File: src/rtl/byte_serial_add_ctrl.sv
// Byte-serial wide add/subtract sequencer driving a shared external 8-bit adder slice.
// Operands are processed LSB byte first, one byte per clock, with the carry held between bytes.
module byte_serial_add_ctrl #(
  parameter int NUM_BYTES = 4,
  localparam int W = 8 * NUM_BYTES
) (
  input  logic         clk,
  input  logic         rst_n,
  input  logic         in_valid,
  output logic         in_ready,
  input  logic [W-1:0] in_a,
  input  logic [W-1:0] in_b,
  input  logic         in_cin,
  input  logic         in_sub,
  output logic [7:0]   add_a,
  output logic [7:0]   add_b,
  output logic         add_cin,
  input  logic [7:0]   add_s,
  input  logic         add_cout,
  output logic         out_valid,
  input  logic         out_ready,
  output logic [W-1:0] out_sum,
  output logic         out_cout,
  output logic         out_ovf,
  output logic         busy
);

  localparam int IDX_W = $clog2(NUM_BYTES);
  localparam logic [IDX_W-1:0] LAST_IDX = IDX_W'(NUM_BYTES - 1);

  typedef enum logic [1:0] {
    IDLE = 2'd0,
    ADD  = 2'd1,
    DONE = 2'd2
  } state_t;

  state_t           state_reg;
  logic [IDX_W-1:0] idx_reg;
  logic             carry_reg;
  logic [W-1:0]     a_reg;
  logic [W-1:0]     b_reg;
  logic [W-1:0]     sum_reg;
  logic             cout_reg;
  logic             ovf_reg;

  logic [7:0] a_bytes [NUM_BYTES];
  logic [7:0] b_bytes [NUM_BYTES];

  // Byte views of the latched operands so the slice mux is a plain array select.
  for (genvar gi = 0; gi < NUM_BYTES; gi++) begin : g_bytes
    assign a_bytes[gi] = a_reg[8*gi +: 8];
    assign b_bytes[gi] = b_reg[8*gi +: 8];
  end

  always_ff @(posedge clk or negedge rst_n) begin
    if (!rst_n) begin
      state_reg <= IDLE;
      idx_reg   <= '0;
      carry_reg <= 1'b0;
      a_reg     <= '0;
      b_reg     <= '0;
      sum_reg   <= '0;
      cout_reg  <= 1'b0;
      ovf_reg   <= 1'b0;
    end else begin
      case (state_reg)
        IDLE: begin
          if (in_valid) begin
            // Subtract is A + ~B + 1; the forced carry completes the two's complement.
            a_reg     <= in_a;
            b_reg     <= in_sub ? ~in_b : in_b;
            carry_reg <= in_sub ? 1'b1 : in_cin;
            idx_reg   <= '0;
            state_reg <= ADD;
          end
        end
        ADD: begin
          sum_reg[8*idx_reg +: 8] <= add_s;
          carry_reg               <= add_cout;
          if (idx_reg == LAST_IDX) begin
            cout_reg  <= add_cout;
            ovf_reg   <= (a_reg[W-1] == b_reg[W-1]) && (add_s[7] != a_reg[W-1]);
            state_reg <= DONE;
          end else begin
            idx_reg <= idx_reg + 1'b1;
          end
        end
        DONE: begin
          if (out_ready) begin
            state_reg <= IDLE;
          end
        end
        default: state_reg <= IDLE;
      endcase
    end
  end

  always_comb begin
    add_a   = 8'd0;
    add_b   = 8'd0;
    add_cin = 1'b0;
    if (state_reg == ADD) begin
      add_a   = a_bytes[idx_reg];
      add_b   = b_bytes[idx_reg];
      add_cin = carry_reg;
    end
  end

  assign in_ready  = (state_reg == IDLE);
  assign out_valid = (state_reg == DONE);
  assign busy      = (state_reg != IDLE);
  assign out_sum   = sum_reg;
  assign out_cout  = cout_reg;
  assign out_ovf   = ovf_reg;

endmodule
File: config.mk
export PLATFORM = sky130hd
export DESIGN_NAME = byte_serial_add_ctrl
export DESIGN_NICKNAME = d
export VERILOG_FILES = /design/src/rtl/byte_serial_add_ctrl.sv
export SDC_FILE = /design/constraint.sdc
export NUM_CORES = 1
export LEC_CHECK = 0
export CORE_AREA = 2 2 122 124
export DETAILED_ROUTE_END_ITERATION = 12
export DIE_AREA = 0 0 124 126
export SETUP_SLACK_MARGIN = 0.15
export SYNTH_ARGS = -nofsm -noshare
export SYNTH_HDL_FRONTEND = slang
export SYNTH_SLANG_ARGS = --single-unit
File: constraint.sdc
create_clock -name clk -period 2.63 [get_ports clk]
set_clock_uncertainty 0.1 [all_clocks]
set_input_delay 0.526 -clock clk [delete_from_list [all_inputs] [get_ports clk]]
set_output_delay 0.526 -clock clk [all_outputs]
set_load 0.05 [all_outputs]
==> out/results.tsv <==
metric	value	unit
Die Footprint	15600	um2
Int Pwr	5.10	mW
first-pass GRT wire length	18200	um
status	complete, no violations	
post-route insts no fill	714	
Multi-input gate area	2030	um2
Period minus WS final	2450	ps
design area	6620	um2
Synth Register Bits	103	
clock edge transition at the registers on the reported setup and hold paths	70	ps
ANT cells	0	
power per cell area	1370	nW/um2
CP arrival	1820	ps
setup TNS	0	ps
total track usage	15.4	%
clock sink count	103	
Logic pwr share	54.8	%
Syn-to-layout area delta	38.9	%
Crit path required time	2000	ps
Die W	124	um
Post-synth EDFFs	0	
fin nets	609	
Relative slew margins	63.7	%
# fillers	1326	
FP Rows	44	
CTS Buf Count	9	
sequential-to-total area share from yosys stat	54.1	%
hold slack	381	ps
max-cap violation count	0	
DR WL/cell	15.9	um
Port Buffers	132	
Initial Util	33.3	%
Cells after DPL	695	
initial antenna violation count	0	
Startpoint Class	register	
GRT Residual Overflow	0	
Initial DRC Count	278	
worst-path fanout max	10	
dpl cell area	6250	um2
Final setup violation count	0	
Seq pwr share	30.3	%
Yosys cell types	33	
Post-Syn Instances	393	
Final Cycle Share	93.1	%
Worst Tran Pin Value	543	ps
largest net degree at the start of global routing	100	
I/O pins	133	
kind of end point of the critical path	primary output	
Clock Latency Late Sink	350	ps
clk buf depth	2	
max-slew violations	0	
core area	14300	um2
H-tree Lvls	3	
Tot Pwr	9.07	mW
synth warn	0	
Max VDD drop	0.000525	V
Die Ht	126	um
FMAX	408	MHz
slowest CP cell	mux4_2	
drt first pass iters	4	
Synthesized Nets	477	
vias per inst	4.73	
layout cells sized above 1	14.0	%
NetSw	3.97	mW
Most used DFF post-synth	dfrtp_1	
Antenna Nets Post-Route	0	
CTS tree	done	
DRC Markers	0	
DPL Wire Length	8100	um
HP Class	register to register	
WS Path Type	register to primary output	
syn avg cell area	12.1	um2
Leak	2.71	nW
final WL	11400	um
sequential cell area	2580	um2
clock share of power	14.8	%
RSZ-0062 raised after global routing	true	
synthesized cell area	4760	um2
Clock Tree Root	clkbuf_16	
Async S/R FF share, synth	100	%
vias in the first global route	3521	
Final Hold Violating Endpoints	0	
Vias	3374	
Final GP Congestion	0.779	
CP Cell Sequence	buf_12 -> mux4_2 -> and2_1 -> buf_4	
switching share of power	43.8	%
CP peak stage delay	490	ps
==> metal layers <==
| metal | up-vias | part of all wire, % | GRT usage, % |
|---|---|---|---|
| met4 | 0 | 1.4 | 3.97 |
| met3 | 13 | 7.1 | 5.21 |
| met1 | 1639 | 45 | 20.1 |
| met2 | 103 | 47 | 24.4 |
| met5 | - | 0 | 0 |
| li1 | 1619 | - | - |
==> synth_stat cells, types with 3 or more instances <==
| cell | number | share of area [%] |
|---|---|---|
| o21ai_0 | 10 | 1.1 |
| clkbuf_1 | 4 | 0.32 |
| o21ai_1 | 8 | 0.84 |
| nand2b_1 | 3 | 0.39 |
| xnor2_1 | 32 | 5.9 |
| nor2_1 | 37 | 2.9 |
| and2_1 | 17 | 2.2 |
| mux4_2 | 16 | 7.6 |
| a22o_1 | 16 | 2.9 |
| dfrtp_1 | 103 | 54 |
| buf_4 | 4 | 0.63 |
| a21oi_1 | 33 | 3.5 |
| nand2_1 | 34 | 2.7 |
| inv_1 | 4 | 0.32 |
| mux2_1 | 31 | 7.3 |
| ha_1 | 5 | 1.3 |
| nand3b_1 | 3 | 0.47 |
| buf_2 | 15 | 1.6 |
==> placed cells by master (no fill, tap or decap), types with 4 or more instances in the layout <==
cell | Yosys | routed
a21oi_1 | 33 | 33
a22o_1 | 16 | 16
and2_1 | 17 | 16
buf_12 | 0 | 5
buf_4 | 4 | 23
clkbuf_16 | 0 | 9
clkdlybuf4s50_1 | 0 | 110
dfrtp_1 | 103 | 102
ha_1 | 5 | 5
inv_1 | 4 | 4
mux2_1 | 31 | 31
mux4_2 | 16 | 16
nand2_1 | 34 | 34
nor2_1 | 37 | 37
o21ai_0 | 10 | 10
o21ai_1 | 8 | 8
xnor2_1 | 32 | 32
==> critical path: cells and delay by family, from the launching register on <==
family	cells	cell delay, ps
buffers and inverters	2	350
AND/OR/NAND/NOR	1	180
flip-flops	1	450
multiplexers	1	490
==> through the flow <==
step | utilization, % | setup WS (ps)
2_1_floorplan | - | 575
6_report | 46.2 | 181
3_3_place_gp | 43.7 | 201
4_1_cts | 46.1 | 155
5_1_grt | 46.2 | 110
3_5_place_dp | 43.7 | 155
==> logic make-up (layout without fill, tap and decap cells) <==
| kind of cell | count (synthesis) | after routing | synth area share, % |
|---|---|---|---|
| AOI/OAI and AO/OA | 70 | 70 | 8.75 |
| muxes | 50 | 50 | 15.6 |
| adders and majority gates | 5 | 5 | 1.31 |
| and+or+nand+nor | 103 | 103 | 10.9 |
| xor gates and xnor gates | 32 | 32 | 5.89 |
| buffers and inverters | 30 | 167 | 3.49 |
| DFF | 103 | 103 | 54.1 |
==> worst paths after layout <==
path                       cells after the start           to       start  slack [ps]
max in group asynchronous                      3    b_reg[26]       rst_n        1200
min reg2reg                                    1    a_reg[23]   a_reg[23]         380
min in group asynchronous                      2   idx_reg[0]       rst_n         530
max                                            4     add_a[0]  idx_reg[0]         180
max reg2reg                                    8  out_sum[12]  idx_reg[0]         400
min                                            1    a_reg[23]   a_reg[23]         380
==> power by group through the flow <==
stage | Combinational [mW] | Clock, mW | Sequential [mW]
2_1_floorplan | 2.82 | 0 | 3.38
3_3_place_gp | 4.77 | 0 | 2.81
3_5_place_dp | 4.84 | 0 | 2.85
4_1_cts | 4.99 | 1.38 | 2.76
5_1_grt | 5.32 | 1.45 | 2.85
6_report | 4.97 | 1.34 | 2.75
==> layout make-up <==
cell class,count,share of cell area (%)
Multi-Input combinational cell,260,30.7
Sequential cell,103,39.0
Clock buffer,10,3.61
Inverter,5,0.359
Clock inverter,6,0.908
Tap cell,184,3.48
Timing Repair Buffer,146,22.0
==> what timing repair did <==
item	in CTS	in global routing
hold buffers	1	0
hold endpoints to repair	20	0
buffers inserted	2	0
endpoints found under the setup margin	20	13
gates resized for setup	3	5
No activity file was read; power rests on OpenSTA's default activity.
